**config.mk**
```make
export PLATFORM = sky130hd
export DESIGN_NAME = clk_en_manager
export DESIGN_NICKNAME = d
export VERILOG_FILES = /design/src/rtl/clk_en_manager.sv
export SDC_FILE = /design/constraint.sdc
export NUM_CORES = 1
export LEC_CHECK = 0
export CAP_MARGIN = 20
export CORE_ASPECT_RATIO = 2
export CORE_MARGIN = 2
export CORE_UTILIZATION = 57
export DETAILED_ROUTE_END_ITERATION = 6
export HOLD_SLACK_MARGIN = 0.05
export PLACE_DENSITY = 0.85
export SETUP_SLACK_MARGIN = 0.5
export SLEW_MARGIN = 0
export SYNTH_ARGS = -nofsm -noshare
export SYNTH_HDL_FRONTEND = slang
export SYNTH_SLANG_ARGS = --single-unit
```
**constraint.sdc**
```tcl
create_clock -name clkin -period 5.22 [get_ports clkin]
set_input_delay 1.305 -clock clkin [delete_from_list [all_inputs] [get_ports clkin]]
set_output_delay 1.305 -clock clkin [all_outputs]
set_load 0.02 [all_outputs]
```
**src/rtl/clk_en_manager.sv**
```systemverilog
// Multi-channel clock-enable generator on clkin with lock qualification.
// Each channel counts down a programmable divide; rstn_lock flags that all channels are aligned.
module clk_en_manager #(
  parameter int unsigned CHANNELS    = 4,
  parameter int unsigned CNT_W       = 8,
  parameter int unsigned DEFAULT_DIV = 6,
  parameter int unsigned LOCK_CYCLES = 16,
  parameter int unsigned SYNC_STAGES = 2,
  localparam int unsigned CHAN_W     = (CHANNELS > 1) ? $clog2(CHANNELS) : 1
) (
  input  logic                clkin,
  input  logic                rst,
  input  logic                lock_in,
  input  logic                align_req,
  input  logic                cfg_valid,
  output logic                cfg_ready,
  input  logic [CHAN_W-1:0]   cfg_chan,
  input  logic [CNT_W-1:0]    cfg_div,
  input  logic [CNT_W-1:0]    cfg_phase,
  output logic [CHANNELS-1:0] ce_out,
  output logic [CHANNELS-1:0] clk_div_out,
  output logic                rstn_lock
);

  localparam int unsigned LockW = (LOCK_CYCLES > 1) ? $clog2(LOCK_CYCLES) : 1;
  localparam logic [LockW-1:0] LockMax = LockW'(LOCK_CYCLES - 1);

  typedef enum logic [1:0] {StWaitLock = 2'd0, StAlign = 2'd1, StRun = 2'd2} state_e;

  state_e                 state_q, state_d;
  logic [SYNC_STAGES-1:0] sync_q;
  logic [LockW-1:0]       lock_cnt_q, lock_cnt_d;
  logic                   lock_s;
  logic                   cfg_fire;
  logic [CNT_W-1:0]       cfg_div_c, cfg_phase_c;

  assign lock_s = sync_q[SYNC_STAGES-1];

  always_ff @(posedge clkin or posedge rst) begin
    if (rst) begin
      sync_q     <= '0;
      lock_cnt_q <= '0;
      state_q    <= StWaitLock;
    end else begin
      sync_q     <= {sync_q[SYNC_STAGES-2:0], lock_in};
      lock_cnt_q <= lock_cnt_d;
      state_q    <= state_d;
    end
  end

  always_comb begin
    lock_cnt_d = '0;
    if (lock_s) lock_cnt_d = (lock_cnt_q == LockMax) ? lock_cnt_q : lock_cnt_q + 1'b1;
  end

  always_comb begin
    state_d = state_q;
    unique case (state_q)
      StWaitLock: if (lock_s && lock_cnt_q == LockMax) state_d = StAlign;
      StAlign:    state_d = lock_s ? StRun : StWaitLock;
      StRun: begin
        // Lock loss takes priority over a re-align request.
        if (!lock_s)        state_d = StWaitLock;
        else if (align_req) state_d = StAlign;
      end
      default:    state_d = StWaitLock;
    endcase
  end

  always_comb begin
    rstn_lock = (state_q == StRun);
    cfg_ready = ~rst && (state_q != StAlign);
  end

  assign cfg_fire = cfg_valid && cfg_ready;

  always_comb begin
    cfg_div_c   = (cfg_div == '0) ? CNT_W'(1) : cfg_div;
    cfg_phase_c = (cfg_phase >= cfg_div_c) ? '0 : cfg_phase;
  end

  for (genvar i = 0; i < CHANNELS; i++) begin : g_chan
    logic [CNT_W-1:0] cnt_q, cnt_d, div_q, div_d, shadow_q, shadow_d, phase_q, phase_d;
    logic             ce_q, ce_d, cd_q, cd_d, wr;

    // Out-of-range channel indices match no channel, so such writes are dropped.
    assign wr = cfg_fire && (cfg_chan == CHAN_W'(i));

    always_comb begin
      cnt_d    = cnt_q;
      div_d    = div_q;
      shadow_d = shadow_q;
      phase_d  = phase_q;
      if (wr) begin
        shadow_d = cfg_div_c;
        phase_d  = cfg_phase_c;
        if (state_q == StWaitLock) div_d = cfg_div_c;
      end
      unique case (state_q)
        StAlign: cnt_d = (phase_q < div_q) ? div_q - CNT_W'(1) - phase_q : div_q - CNT_W'(1);
        StRun: begin
          if (cnt_q == '0) begin
            cnt_d = shadow_q - CNT_W'(1);
            div_d = shadow_q;
          end else begin
            cnt_d = cnt_q - CNT_W'(1);
          end
        end
        default: ;
      endcase
      ce_d = (state_d == StRun) && (cnt_d == '0);
      cd_d = (state_d == StRun) && (div_d >= CNT_W'(2)) && (cnt_d >= (div_d >> 1));
    end

    always_ff @(posedge clkin or posedge rst) begin
      if (rst) begin
        cnt_q    <= '0;
        div_q    <= CNT_W'(DEFAULT_DIV);
        shadow_q <= CNT_W'(DEFAULT_DIV);
        phase_q  <= '0;
        ce_q     <= 1'b0;
        cd_q     <= 1'b0;
      end else begin
        cnt_q    <= cnt_d;
        div_q    <= div_d;
        shadow_q <= shadow_d;
        phase_q  <= phase_d;
        ce_q     <= ce_d;
        cd_q     <= cd_d;
      end
    end

    assign ce_out[i]      = ce_q;
    assign clk_div_out[i] = cd_q;
  end

endmodule

```
* Yosys cells after proc, flatten, opt, wreduce, memory -nomap -nowiden
Cells that the tools add are included.
** Storage, ports and cells
- Bits in registers :: 144
- Latch bits :: 0
- RAM bits :: 0
- ROM bits :: 0
- Output and inout port bits :: 10
- Memories kept :: 0
** Operators by class
- Add/subtract/negate cells :: 17
- $mul :: 0
- Divide/modulo/power cells :: 0
- Magnitude comparators :: 13
- Equal/unequal tests :: 9
- Shift-type cells :: 0
- Muxes and demuxes :: 37
- Bitwise operators :: 1
- Reductions and logical operators :: 30
** Operators with widths (count)
- 2-to-1 mux 8 bit :: 26
- subtractor 8 x 1 -> 8 bit (second input constant) :: 12
- logical NOT 8 bit :: 9
- one-hot mux 8 bit (2 select lines) :: 4
- greater-or-equal comparator 8 x 2 -> 1 bit (second input constant) :: 4
- greater-or-equal comparator 8 x 7 -> 1 bit :: 4
- less-than comparator 8 bit :: 4
- subtractor 8 bit :: 4
- logical AND 1 bit :: 19
- == test 2 bit (second input constant) :: 4
- greater-or-equal comparator 8 bit :: 1
- 2-to-1 mux 2 bit :: 4
- 2-to-1 mux 4 bit :: 2
- one-hot mux 2 bit (3 select lines) :: 1
- adder 4 x 1 -> 4 bit (second input constant) :: 1
- == test 2 x 1 -> 1 bit (second input constant) :: 2
- == test 4 bit (second input constant) :: 1
- logical NOT 2 bit :: 2
- != test 2 x 1 -> 1 bit (second input constant) :: 1
- != test 2 bit (second input constant) :: 1
- NOT 1 bit :: 1

* Longest topological paths before layout
Gate-level depths: netlist of run 1.
- Depth in word-level cells :: 10
- Depth in mapped cells :: 19
- Mapped depth without buffers :: 18

* Worst setup path before layout of run 1
Ideal clock, no wire load.
- Path kind :: in2reg
- Start point :: in rst
- End point :: reg g_chan[0].cd_q
- Setup time :: 126 ps
- Arrival :: 4269 ps
- Required time :: 5094 ps
- Setup slack :: 826 ps
- Stages on the path :: 16
- Path buffers :: 2
- Path through :: or3b_1 -> buf_4 -> nor3_2 -> nand2_1 -> clkbuf_1 -> mux2i_1 -> a21oi_1 -> ha_1 -> nand2b_1 -> a21o_1 -> a21o_1 -> a21o_1 -> a21o_1 -> a21oi_1 -> nor2b_1 -> o311a_1
** Between the ends
- Cells in the longest elaborated chain, start to end :: 10
- Elaborated cells on any way between the ends :: 11
- Those cells by class :: order compare: 2; mux: 3; bitwise: 1; reduce/logical: 5
** Ends and longest elaborated chain
- from (decl) :: RTL line 12 : input logic rst,
- NOT 1 bit * :: RTL line 72 : cfg_ready = ~rst && (state_q != StAlign);
- logical AND 1 bit * :: RTL line 72
- logical AND 1 bit * :: RTL line 75 : assign cfg_fire = cfg_valid && cfg_ready;
- logical AND 1 bit * :: RTL line 87 : assign wr = cfg_fire && (cfg_chan == CHAN_W'(i));
- 2-to-1 mux 8 bit * :: RTL line 94 : if (wr) begin
- 2-to-1 mux 8 bit :: RTL line 102 : if (cnt_q == '0) begin
- 2-to-1 mux 8 bit * :: RTL line 99 : unique case (state_q)
- via g_chan[0].div_d[1] :: RTL line 83 : logic [CNT_W-1:0] cnt_q, cnt_d, div_q, div_d, shadow_q, shadow_d, phase_q, phase_d;
- greater-or-equal comparator 8 x 2 -> 1 bit :: RTL line 112 : cd_d = (state_d == StRun) && (div_d >= CNT_W'(2)) && (cnt_d >= (div_d >> 1));
- logical AND 1 bit :: RTL line 112
- logical AND 1 bit * :: RTL line 112
- via g_chan[0].cd_d :: RTL line 84 : logic ce_q, ce_d, cd_q, cd_d, wr;
- to (signal assigned) :: RTL line 122 : cd_q <= 1'b0;
- to (signal assigned) :: RTL line 129 : cd_q <= cd_d;
- to (decl) :: RTL line 84
The timed path passes the listed nets; every way through them passes the cells marked *.
A chain may end at the register's enable or synchronous reset.

* Final worst setup path of run 1
Ends and elaborated chain as after synthesis.

==> results by group, run 1 <==
Worst setup path
  – CP required: 5.54 ns
  – Worst stage delay on the critical path: 0.53 ns
  – WP buf/inv: 3
  – Crit start category: input port
  – Reg2reg setup slack: 0.88 ns
  – CP arrival: 4.83 ns
  – Kind of critical path: in2reg
  – Top Family by Delay on Critical Path: compound AO/OA/AOI/OAI gates
  – Critical path endpoint category: flip-flop
  – Slowest cell on the critical path: or3b_1
  – CP dominant cell by count: a21o_1
  – Crit-path max FO: 9
  – CP Cell Sequence: clkdlybuf4s50_1, or3b_1, nor3_2, nand2_1, buf_4, mux2i_1, a21oi_1, inv_1, ha_1, a21o_1, a21o_1, a21o_1, a21oi_1, nor2b_1, o311a_1

Timing
  – Fin. Hold Viols: 0
  – Final setup vio count: 0
  – Worst-Margin Slew: 0.8671 ns
  – Hold_ws: 0.3640 ns
  – Skew final: 0.01253 ns
  – Fin crit share: 86.40%
  – Final TNS setup: 0 ns
  – Post-layout minimum cycle time: 4.510 ns
  – Slew HR: 41.59%
  – Fmax: 221.7 MHz
  – RSZ-0062 raised after global routing: no
  – Slew Limit Fails: 0

Clocking
  – Root buf cell: clkbuf_16
  – PostCTS Resize Cnt: 0
  – Cts hold-fix bufs: 0
  – Clock buffer depth: 2
  – Worst skew pair latency: 0.44 ns
  – Htree depth: 4
  – CTS tree: yes
  – Clock transition at path regs: 0.07 ns
  – CTS Sinks: 144
  – Post-CTS setup buffer count: 0
  – Number of buffers created by CTS: 17

GRT
  – Wire length of the first global-routing pass: 52.85 mm
  – Largest net degree at the start of global routing: 50
  – Total GRT Usage: 34.65%
  – Number of global-route vias before repair: 10,230
  – Initial antenna violation count: 0
  – GRT overflow: 0

Yosys
  – Syn avg cell area: 8.600 sq um
  – Syn Inst Count: 1,265
  – Synth warn: 0
  – Sequential area share after synthesis: 33.31%
  – Cell taking the most area after synthesis: dfrtp_1
  – EDFF count, synth: 0
  – Asr flop ratio synth: 100.0%
  – Distinct cells, synth: 81
  – Syn nets: 1,401
  – Top_reg_cell synth: dfrtp_1
  – Dominant cells by area after synthesis: dfrtp_1 (29%), ha_1 (13%), mux2i_1 (4.4%)
  – Synth top area share: 29.44%
  – Cell Area, Synth: 10,880 sq um
  – Flops & latches, synth: 144

Drt
  – DR vias/cell: 6.493
  – Router iterations before antenna repair: 5
  – Drt total wl: 33.70 mm
  – DRT antenna net count: 0
  – Vias post-DR: 10,160
  – Wire per inst: 21.55 um
  – Remaining DRCs: 0
  – Iteration-0 DRC Markers: 778

Final layout
  – Area grow syn2layout: 11.35%
  – # fillers: 1,526
  – Non-Filler Instances: 1,564
  – Net count, final: 1,432
  – Share of cells above drive strength 1: 8.480%
  – Storage element area: 3623 sq um
  – Area of the multi-input gates: 6536 sq um
  – Fin area: 12,110 sq um
  – N_diodes: 0
  – Core Util, Final: 64.63%

Pwr
  – Max rail drop VDD: 358.6 uV
  – PwrDens: 728.5 nW/um^2
  – LEAKAGE: 5.851 nW

Floorplanning
  – Die ar.: 20,280 sq um
  – Ports: 33
  – Core Rows: 71
  – Die Span X: 101.7 um
  – Starting Density: 58.04%
  – Core area: 18,740 sq um
  – Die span in y: 199.4 um

Min path
  – Worst hold path type: reg2reg

Status
  – Status: finished clean

Placed design
  – DP Wirelength: 25.18 mm
  – Number of cells after detailed placement: 1,532
  – Dpl cell area: 11,530 sq um
  – Routability cong.: 0.9930
  – Port bufs: 32

Job
  – Number of max-cap violations: 0
-- registers in the layout (all words and copies together) (netlist names) --
signal           cells
g_chan.div_q        32
state_q              2
g_chan.shadow_q     32
g_chan.ce_q          4
g_chan.phase_q      32
lock_cnt_q           4
g_chan.cnt_q        32
g_chan.cd_q          4
sync_q               2
-- synth_stat cells (29+ instances only) --
| cell type | number |
|---|---|
| a21oi_1 | 79 |
| clkbuf_1 | 33 |
| dfrtp_1 | 128 |
| ha_1 | 109 |
| inv_1 | 124 |
| mux2i_1 | 48 |
| nand2_1 | 125 |
| nor2_1 | 79 |
| nor3_1 | 39 |
| o21ai_0 | 92 |
| o22ai_1 | 29 |
| xnor2_1 | 31 |
-- layer usage --
metal / global-route usage [%] / up-vias / part of all wire [%] / routed length [um]
li1: - / 4572 / - / -
met1: 35.77 / 4840 / 33 / 11270
met2: 57.63 / 519 / 50 / 16710
met3: 7.030 / 224 / 6.7 / 2249
met4: 31.08 / 0 / 10 / 3474
met5: 0 / - / 0 / 0
-- stage by stage --
step                      setup slack [ns]  power, mW
after global routing                0.5716      9.492
after floorplan                     0.8255      5.972
final                               0.7099      8.825
after detailed placement            0.2806      7.429
after CTS                           0.7160      8.697
after global placement              0.3794      7.216
-- cells in the final DEF (no fill, tap or decap), drive strengths merged, types with 19 or more instances in the layout --
| cell type | instances |
|---|---|
| nor2 | 80 |
| xnor2 | 31 |
| ha | 109 |
| mux2i | 48 |
| inv | 130 |
| nand3 | 20 |
| o22ai | 29 |
| buf | 33 |
| nand2b | 23 |
| clkdlybuf4s50 | 32 |
| a21oi | 79 |
| o21ai | 94 |
| nand2 | 128 |
| nor3 | 41 |
| dfrtp | 128 |
| nor4 | 19 |
-- path summary, 6_finish.rpt --
check                      depth (start not counted)                          from                                to
max                                               15                           rst          g_chan[0].cd_q$_DFF_PP0_
min                                                0           sync_q[0]$_DFF_PP0_               sync_q[1]$_DFF_PP0_
max reg2reg                                       18  g_chan[2].div_q[1]$_DFF_PP1_          g_chan[2].cd_q$_DFF_PP0_
min reg2reg                                        0           sync_q[0]$_DFF_PP0_               sync_q[1]$_DFF_PP0_
max in group asynchronous                          3                           rst  g_chan[1].phase_q[2]$_DFFE_PP0P_
min in group asynchronous                          2                           rst      g_chan[2].div_q[7]$_DFF_PP0_
-- layout make-up --
type	count	share of cell area, %
Clock inverter	14	1.208
Clock buffer	18	3.625
Multi-Input combinational cell	944	53.96
Inverter	124	3.873
Tap cell	255	2.634
Sequential cell	144	29.91
Timing Repair Buffer	65	4.792
-- power breakdown --
part	switching [mW]	internal [mW]	total, mW
clock	0.547	0.685	1.23
combinational	3.26	2.27	5.53
sequential	0.506	1.55	2.06
total	4.32	4.51	8.82
-- cells by family after synthesis --
| logic type | after synthesis | share of synthesized area (%) |
|---|---|---|
| flops | 144 | 33.31 |
| xor+xnor | 49 | 3.945 |
| simple gates | 399 | 18.62 |
| mux | 54 | 5.037 |
| compound gates | 329 | 19.17 |
| buf+inv | 177 | 6.648 |
| fa+ha+maj | 113 | 13.27 |
Note: power is estimated with default switching activity, not from simulation.
==> inputs of run 2 (changes only) <==
--- a/config.mk
+++ b/config.mk
@@ -11,7 +11,7 @@
 export CORE_UTILIZATION = 57
 export DETAILED_ROUTE_END_ITERATION = 6
 export HOLD_SLACK_MARGIN = 0.05
-export PLACE_DENSITY = 0.85
+export PLACE_DENSITY = 0.78
 export SETUP_SLACK_MARGIN = 0.5
 export SLEW_MARGIN = 0
 export SYNTH_ARGS = -nofsm -noshare
==> results by group, run 2 (synthesis gave the netlist of run 1 again) <==
Floorplanning
  – Core area: 18,740 sq um (unchanged)
  – Starting Density: 58.04% (unchanged)
  – Die ar.: 20,280 sq um (unchanged)
  – Die Span X: 101.7 um (unchanged)
  – Ports: 33 (unchanged)
  – Die span in y: 199.4 um (unchanged)
  – Core Rows: 71 (unchanged)

Pwr
  – LEAKAGE: 5.887 nW (+0.62%)
  – Net Switching: 4.278 mW (-0.91%)
  – Logic gate share of total power: 61.9% (-0.8 points)
  – Max rail drop VDD: 401.4 uV (+12%)
  – Register share of total power: 23.1% (-0.2 points)
  – Switching share of total power: 48.01% (-0.91 points)
  – Clock network fraction of total power: 15.0% (+1.0 points)
  – Int Pwr: 4.633 mW (+2.8%)
  – Pwr Total: 8.911 mW (+0.98%)
  – PwrDens: 731.4 nW/um^2 (+0.40%)

Drt
  – DRT antenna net count: 0 (unchanged)
  – Wire per inst: 21.50 um (-0.20%)
  – Drt total wl: 33.68 mm (about the same)
  – DR vias/cell: 6.377 (-1.8%)
  – Remaining DRCs: 0 (unchanged)
  – Vias post-DR: 9,986 (-1.7%)
  – Iteration-0 DRC Markers: 609 (-22%)
  – Router iterations before antenna repair: 5 (unchanged)

Timing
  – Final TNS setup: 0 ns (unchanged)
  – Fin crit share: 86.44% (about the same)
  – Slew HR: 38.67% (-2.9 points)
  – Fmax: 221.6 MHz (about the same)
  – Hold_ws: 0.3659 ns (+0.001861 ns)
  – Post-layout minimum cycle time: 4.512 ns (+0.002091 ns)
  – Final setup vio count: 0 (unchanged)
  – Fin. Hold Viols: 0 (unchanged)
  – Worst-Margin Slew: 0.9200 ns (+0.05295 ns)
  – Skew final: 0.01161 ns (-0.0009231 ns)
  – Slew Limit Fails: 0 (unchanged)
  – RSZ-0062 raised after global routing: no

GRT
  – Number of global-route vias before repair: 10,060 (-1.6%)
  – GRT overflow: 0 (unchanged)
  – Wire length of the first global-routing pass: 52.32 mm (-1.0%)
  – Initial antenna violation count: 0 (unchanged)
  – Total GRT Usage: 34.22% (-0.43 points)
  – Largest net degree at the start of global routing: 61 (+22%)

Placed design
  – Dpl cell area: 11,540 sq um (about the same)
  – Port bufs: 32 (unchanged)
  – Routability cong.: 0.9700 (-2.3%)
  – DP Wirelength: 25.58 mm (+1.6%)

Clocking
  – PostCTS Resize Cnt: 0 (unchanged)
  – Htree depth: 4 (unchanged)
  – CTS Sinks: 144 (unchanged)
  – Worst skew pair latency: 0.44 ns (about the same)
  – Cts hold-fix bufs: 0 (unchanged)
  – CTS tree: yes
  – Clock transition at path regs: 0.07 ns (about the same)
  – Post-CTS setup buffer count: 0 (unchanged)
  – Clock buffer depth: 2 (unchanged)
  – Root buf cell: clkbuf_16
  – Number of buffers created by CTS: 17 (unchanged)

Worst setup path
  – Kind of critical path: in2reg
  – Critical path endpoint category: flip-flop
  – CP arrival: 4.83 ns (about the same)
  – Crit-path max FO: 9 (unchanged)
  – Critical Path Source: rst
  – Crit path capture: g_chan[2].cd_q$_DFF_PP0_
  – CP required: 5.54 ns (about the same)
  – Worst r2r src: g_chan[2].div_q[1]$_DFF_PP1_
  – Crit start category: input port
  – Reg2reg setup slack: 0.86 ns (-0.02 ns)
  – Reg-to-reg endpoint: g_chan[2].cd_q$_DFF_PP0_
  – R2r worst-path depth: 18 (unchanged)

Final layout
  – N_diodes: 0 (unchanged)
  – Net count, final: 1,434 (+0.14%)
  – Area grow syn2layout: 12.00%
  – Commonest non-fill, non-tap cell in the layout: dfrtp_1
  – Core Util, Final: 65.00% (+0.37 points)
  – Fin area: 12,180 sq um (+0.58%)
  – Most frequent cells in the layout: dfrtp_1 (128), nand2_1 (125), inv_1 (123)
  – Share of cells above drive strength 1: 8.467% (-0.013 points)

Job
  – Number of max-cap violations: 0 (unchanged)

Min path
  – Worst hold path type: reg2reg

Status
  – Status: finished clean
==> run 2: changes by cell type in the layout (fill, tap and decap cells not counted) <==
cell | previous run | this run
buf_4 | 32 | 33
clkinv_2 | 0 | 2
bufinv_16 | 1 | 4
inv_6 | 5 | 2
clkinv_4 | 4 | 3
buf_12 | 1 | 2
inv_8 | 2 | 0
clkinvlp_4 | 3 | 2
clkbuf_1 | 0 | 2
==> run 2: per-stage QoR <==
step,setup slack [ns],std cells
floorplan,0.8255,1265
global placement,0.3439,1533
detailed placement,0.2672,1533
CTS,0.7191,1565
global route,0.5241,1566
finish,0.7078,1566
==> run 2: critical path: stages <==
cell,delay [ns]
clkdlybuf4s50_1,0.53
or3b_1,0.56
nor3b_4,0.28
nand2_4,0.15
mux2i_1,0.16
a21oi_1,0.24
ha_1,0.27
nand2b_1,0.14
a21o_1,0.18
a21o_1,0.18
a21o_1,0.17
a21o_1,0.16
a21oi_1,0.15
nor2b_1,0.06
o311a_1,0.30
==> run 2: how the worst min path moves through the flow <==
| stage | depth (start not counted) | end | startpoint | slack [ns] |
|---|---|---|---|---|
| floorplan | 0 | sync_q[1]$_DFF_PP0_ | sync_q[0]$_DFF_PP0_ | 0.33 |
| global placement | 0 | sync_q[1]$_DFF_PP0_ | sync_q[0]$_DFF_PP0_ | 0.34 |
| detailed placement | 0 | sync_q[1]$_DFF_PP0_ | sync_q[0]$_DFF_PP0_ | 0.34 |
| CTS | 0 | sync_q[1]$_DFF_PP0_ | sync_q[0]$_DFF_PP0_ | 0.37 |
| global route | 0 | sync_q[1]$_DFF_PP0_ | sync_q[0]$_DFF_PP0_ | 0.37 |
| finish | 0 | sync_q[1]$_DFF_PP0_ | sync_q[0]$_DFF_PP0_ | 0.37 |
==> run 2: cell type report <==
type | instances | area (sq um)
flip-flops and latches | 144 | 3623
repair buffers | 67 | 608.1
inverters | 124 | 469.2
well taps | 255 | 319.1
clock inverters | 12 | 181.4
multi-input cells | 944 | 6536
clock buffers | 20 | 446.7
fillers | 1563 | 6560
==> run 2: routing by layer <==
layer / GRT usage [%] / share of wire [%] / up-vias
li1: - / - / 4591
met3: 5.421 / 5.4 / 183
met2: 57.85 / 50 / 427
met5: 0 / 0 / -
met4: 28.48 / 9.0 / 0
met1: 36.44 / 35 / 4785
==> run 2: power by group through the flow <==
stage	registers [mW]	logic (mW)	clock network, mW
finish	2.06	5.52	1.34
global route	2.10	6.11	1.38
global placement	2.04	5.24	0
detailed placement	2.05	5.38	0
floorplan	1.86	4.11	0
CTS	2.04	5.43	1.34
==> inputs of run 3 (changes only) <==
--- a/config.mk
+++ b/config.mk
@@ -5,12 +5,14 @@
 export SDC_FILE = /design/constraint.sdc
 export NUM_CORES = 1
 export LEC_CHECK = 0
+export ABC_CLOCK_PERIOD_IN_PS = 5220
 export CAP_MARGIN = 20
 export CORE_ASPECT_RATIO = 2
 export CORE_MARGIN = 2
 export CORE_UTILIZATION = 57
 export DETAILED_ROUTE_END_ITERATION = 6
 export HOLD_SLACK_MARGIN = 0.05
+export MAX_ROUTING_LAYER = met4
 export PLACE_DENSITY = 0.78
 export SETUP_SLACK_MARGIN = 0.5
 export SLEW_MARGIN = 0
==> results by group, run 3 (synthesis gave the netlist of run 1 again) <==
Status
  – Status: finished, violations left
  – Failing checks: DRC

Drt
  – Drt total wl: 33.91 mm (+0.69%)
  – Remaining DRCs: 2 (+2)
  – Router iterations before antenna repair: 7 (+2)
  – Vias post-DR: 10,020 (+0.30%)
  – DRT antenna net count: 0 (unchanged)
  – Wire per inst: 21.65 um (+0.69%)
  – Iteration-0 DRC Markers: 615 (+0.99%)
  – DR vias/cell: 6.396 (+0.30%)

Final layout
  – Commonest non-fill, non-tap cell in the layout: dfrtp_1
  – Core Util, Final: 64.66% (-0.35 points)
  – N_diodes: 0 (unchanged)
  – Most frequent cells in the layout: dfrtp_1 (128), nand2_1 (125), inv_1 (123)
  – Share of cells above drive strength 1: 8.467% (unchanged)
  – Net count, final: 1,434 (unchanged)
  – Non-Filler Instances: 1,566 (unchanged)
  – # fillers: 1,581 (+1.2%)
  – Area grow syn2layout: 11.40%

GRT
  – Largest net degree at the start of global routing: 46 (-25%)
  – Wire length of the first global-routing pass: 52.76 mm (+0.84%)
  – GRT overflow: 0 (unchanged)
  – Number of global-route vias before repair: 10,110 (+0.55%)
  – Total GRT Usage: 35.78% (+1.6 points)
  – Initial antenna violation count: 0 (unchanged)

Worst setup path
  – Crit path capture: g_chan[2].cd_q$_DFF_PP0_
  – CP dominant cell by count: a21o_1
  – Slowest cell on the critical path: or3b_1
  – Crit path depth: 15 (unchanged)
  – R2r worst-path depth: 18 (unchanged)
  – CP arrival: 4.77 ns (-0.06 ns)
  – Reg-to-reg endpoint: g_chan[2].cd_q$_DFF_PP0_
  – Reg2reg setup slack: 0.78 ns (-0.08 ns)
  – Critical path endpoint category: flip-flop
  – Top Family by Delay on Critical Path: compound AO/OA/AOI/OAI gates
  – Worst stage delay on the critical path: 0.56 ns (about the same)
  – Crit start category: input port
  – Kind of critical path: in2reg
  – Worst r2r src: g_chan[2].div_q[1]$_DFF_PP1_
  – WP buf/inv: 1 (unchanged)
  – CP Cell Sequence: clkdlybuf4s50_1, or3b_1, nor3b_4, nand2_4, mux2i_1, a21oi_1, ha_1, nand2b_1, a21o_1, a21o_1, a21o_1, a21o_1, a21oi_1, nor2b_1, o311a_1
  – CP required: 5.55 ns (about the same)
  – Crit-path max FO: 9 (unchanged)
  – Critical Path Source: rst

Timing
  – Fin. Hold Viols: 0 (unchanged)
  – Fmax: 225.3 MHz (+1.6%)
  – Post-layout minimum cycle time: 4.439 ns (-0.07289 ns)
  – Hold_ws: 0.3568 ns (-0.009010 ns)
  – Setup slack after layout: 0.7807 ns (+0.07289 ns)
  – Final TNS setup: 0 ns (unchanged)
  – Final setup vio count: 0 (unchanged)
  – Skew final: 0.006046 ns (-0.005566 ns)
  – RSZ-0062 raised after global routing: no
  – Slew Limit Fails: 0 (unchanged)
  – Worst-Margin Slew: 0.9454 ns (+0.02543 ns)
  – Slew HR: 36.31% (-2.4 points)
  – Fin crit share: 85.04% (-1.4 points)

Placed design
  – DP Wirelength: 25.89 mm (+1.2%)
  – Pre-CTS setup slack: 0.3573 ns (+0.09007 ns)
  – Port bufs: 32 (unchanged)
  – Routability cong.: 0.9947 (+2.5%)
  – Number of cells after detailed placement: 1,534 (+0.065%)

Clocking
  – Clock transition at path regs: 0.06 ns (about the same)
  – Htree depth: 4 (unchanged)
  – PostCTS Resize Cnt: 0 (unchanged)
  – Worst skew pair latency: 0.45 ns (about the same)
  – Root buf cell: clkbuf_16
  – Post-CTS setup buffer count: 0 (unchanged)
  – CTS tree: yes
  – Cts hold-fix bufs: 0 (unchanged)
  – Clock buffer depth: 2 (unchanged)
  – Number of buffers created by CTS: 17 (unchanged)
  – CTS Sinks: 144 (unchanged)

Floorplanning
  – Die span in y: 199.4 um (unchanged)
  – Starting Density: 58.04% (unchanged)
  – Core Rows: 71 (unchanged)
  – Die ar.: 20,280 sq um (unchanged)
  – Die Span X: 101.7 um (unchanged)
  – Ports: 33 (unchanged)
  – Core area: 18,740 sq um (unchanged)

Pwr
  – PwrDens: 727.3 nW/um^2 (-0.55%)
  – LEAKAGE: 5.845 nW (-0.72%)
  – Max rail drop VDD: 387.9 uV (-3.4%)

Job
  – Number of max-cap violations: 0 (unchanged)

Min path
  – Worst hold path type: reg2reg
[run 3: changes by cell type in the layout (fill, tap and decap cells not counted)]
| cell | change |
|---|---|
| clkinvlp_4 | +4 |
| buf_12 | -2 |
| bufinv_16 | -2 |
| clkinv_4 | -2 |
| buf_4 | +1 |
| buf_8 | +1 |
[run 3: metal layers]
layer | track usage (%) | wire length [um]
met4 | 26.33 | 3130
met2 | 59.77 | 16900
met1 | 37.08 | 11730
met3 | 5.911 | 2150
met5 | - | 0
[run 3: worst min-delay path by stage]
stage                        start                  end  cells past startpoint
2_1_floorplan  sync_q[0]$_DFF_PP0_  sync_q[1]$_DFF_PP0_                      0
3_3_place_gp   sync_q[0]$_DFF_PP0_  sync_q[1]$_DFF_PP0_                      0
3_5_place_dp   sync_q[0]$_DFF_PP0_  sync_q[1]$_DFF_PP0_                      0
4_1_cts        sync_q[0]$_DFF_PP0_  sync_q[1]$_DFF_PP0_                      0
5_1_grt        sync_q[0]$_DFF_PP0_  sync_q[1]$_DFF_PP0_                      0
6_report       sync_q[0]$_DFF_PP0_  sync_q[1]$_DFF_PP0_                      0
[run 3: layout make-up]
type	instances	area (sq um)	area share [%]
tap	255	319.1	2.633
sequential	144	3623	29.90
inverter	124	469.2	3.872
multi-input combinational	944	6536	53.93
clock inverter	12	133.9	1.105
clock buffer	20	446.7	3.686
timing repair buffer	67	590.6	4.873
[run 3: per-stage QoR]
| step | total power [mW] | cell area, sq um |
|---|---|---|
| after floorplan | 5.972 | 10880 |
| after global placement | 7.297 | 11520 |
| after detailed placement | 7.446 | 11540 |
| after CTS | 8.717 | 12120 |
| after global routing | 9.512 | 12120 |
| final | 8.815 | 12120 |
[run 3: where the power goes]
part           internal, mW  leakage (nW)  switching (mW)
combinational          2.26          3.79            3.26
clock                 0.716         0.269           0.513
sequential             1.55          1.79           0.506
total                  4.53          5.84            4.28
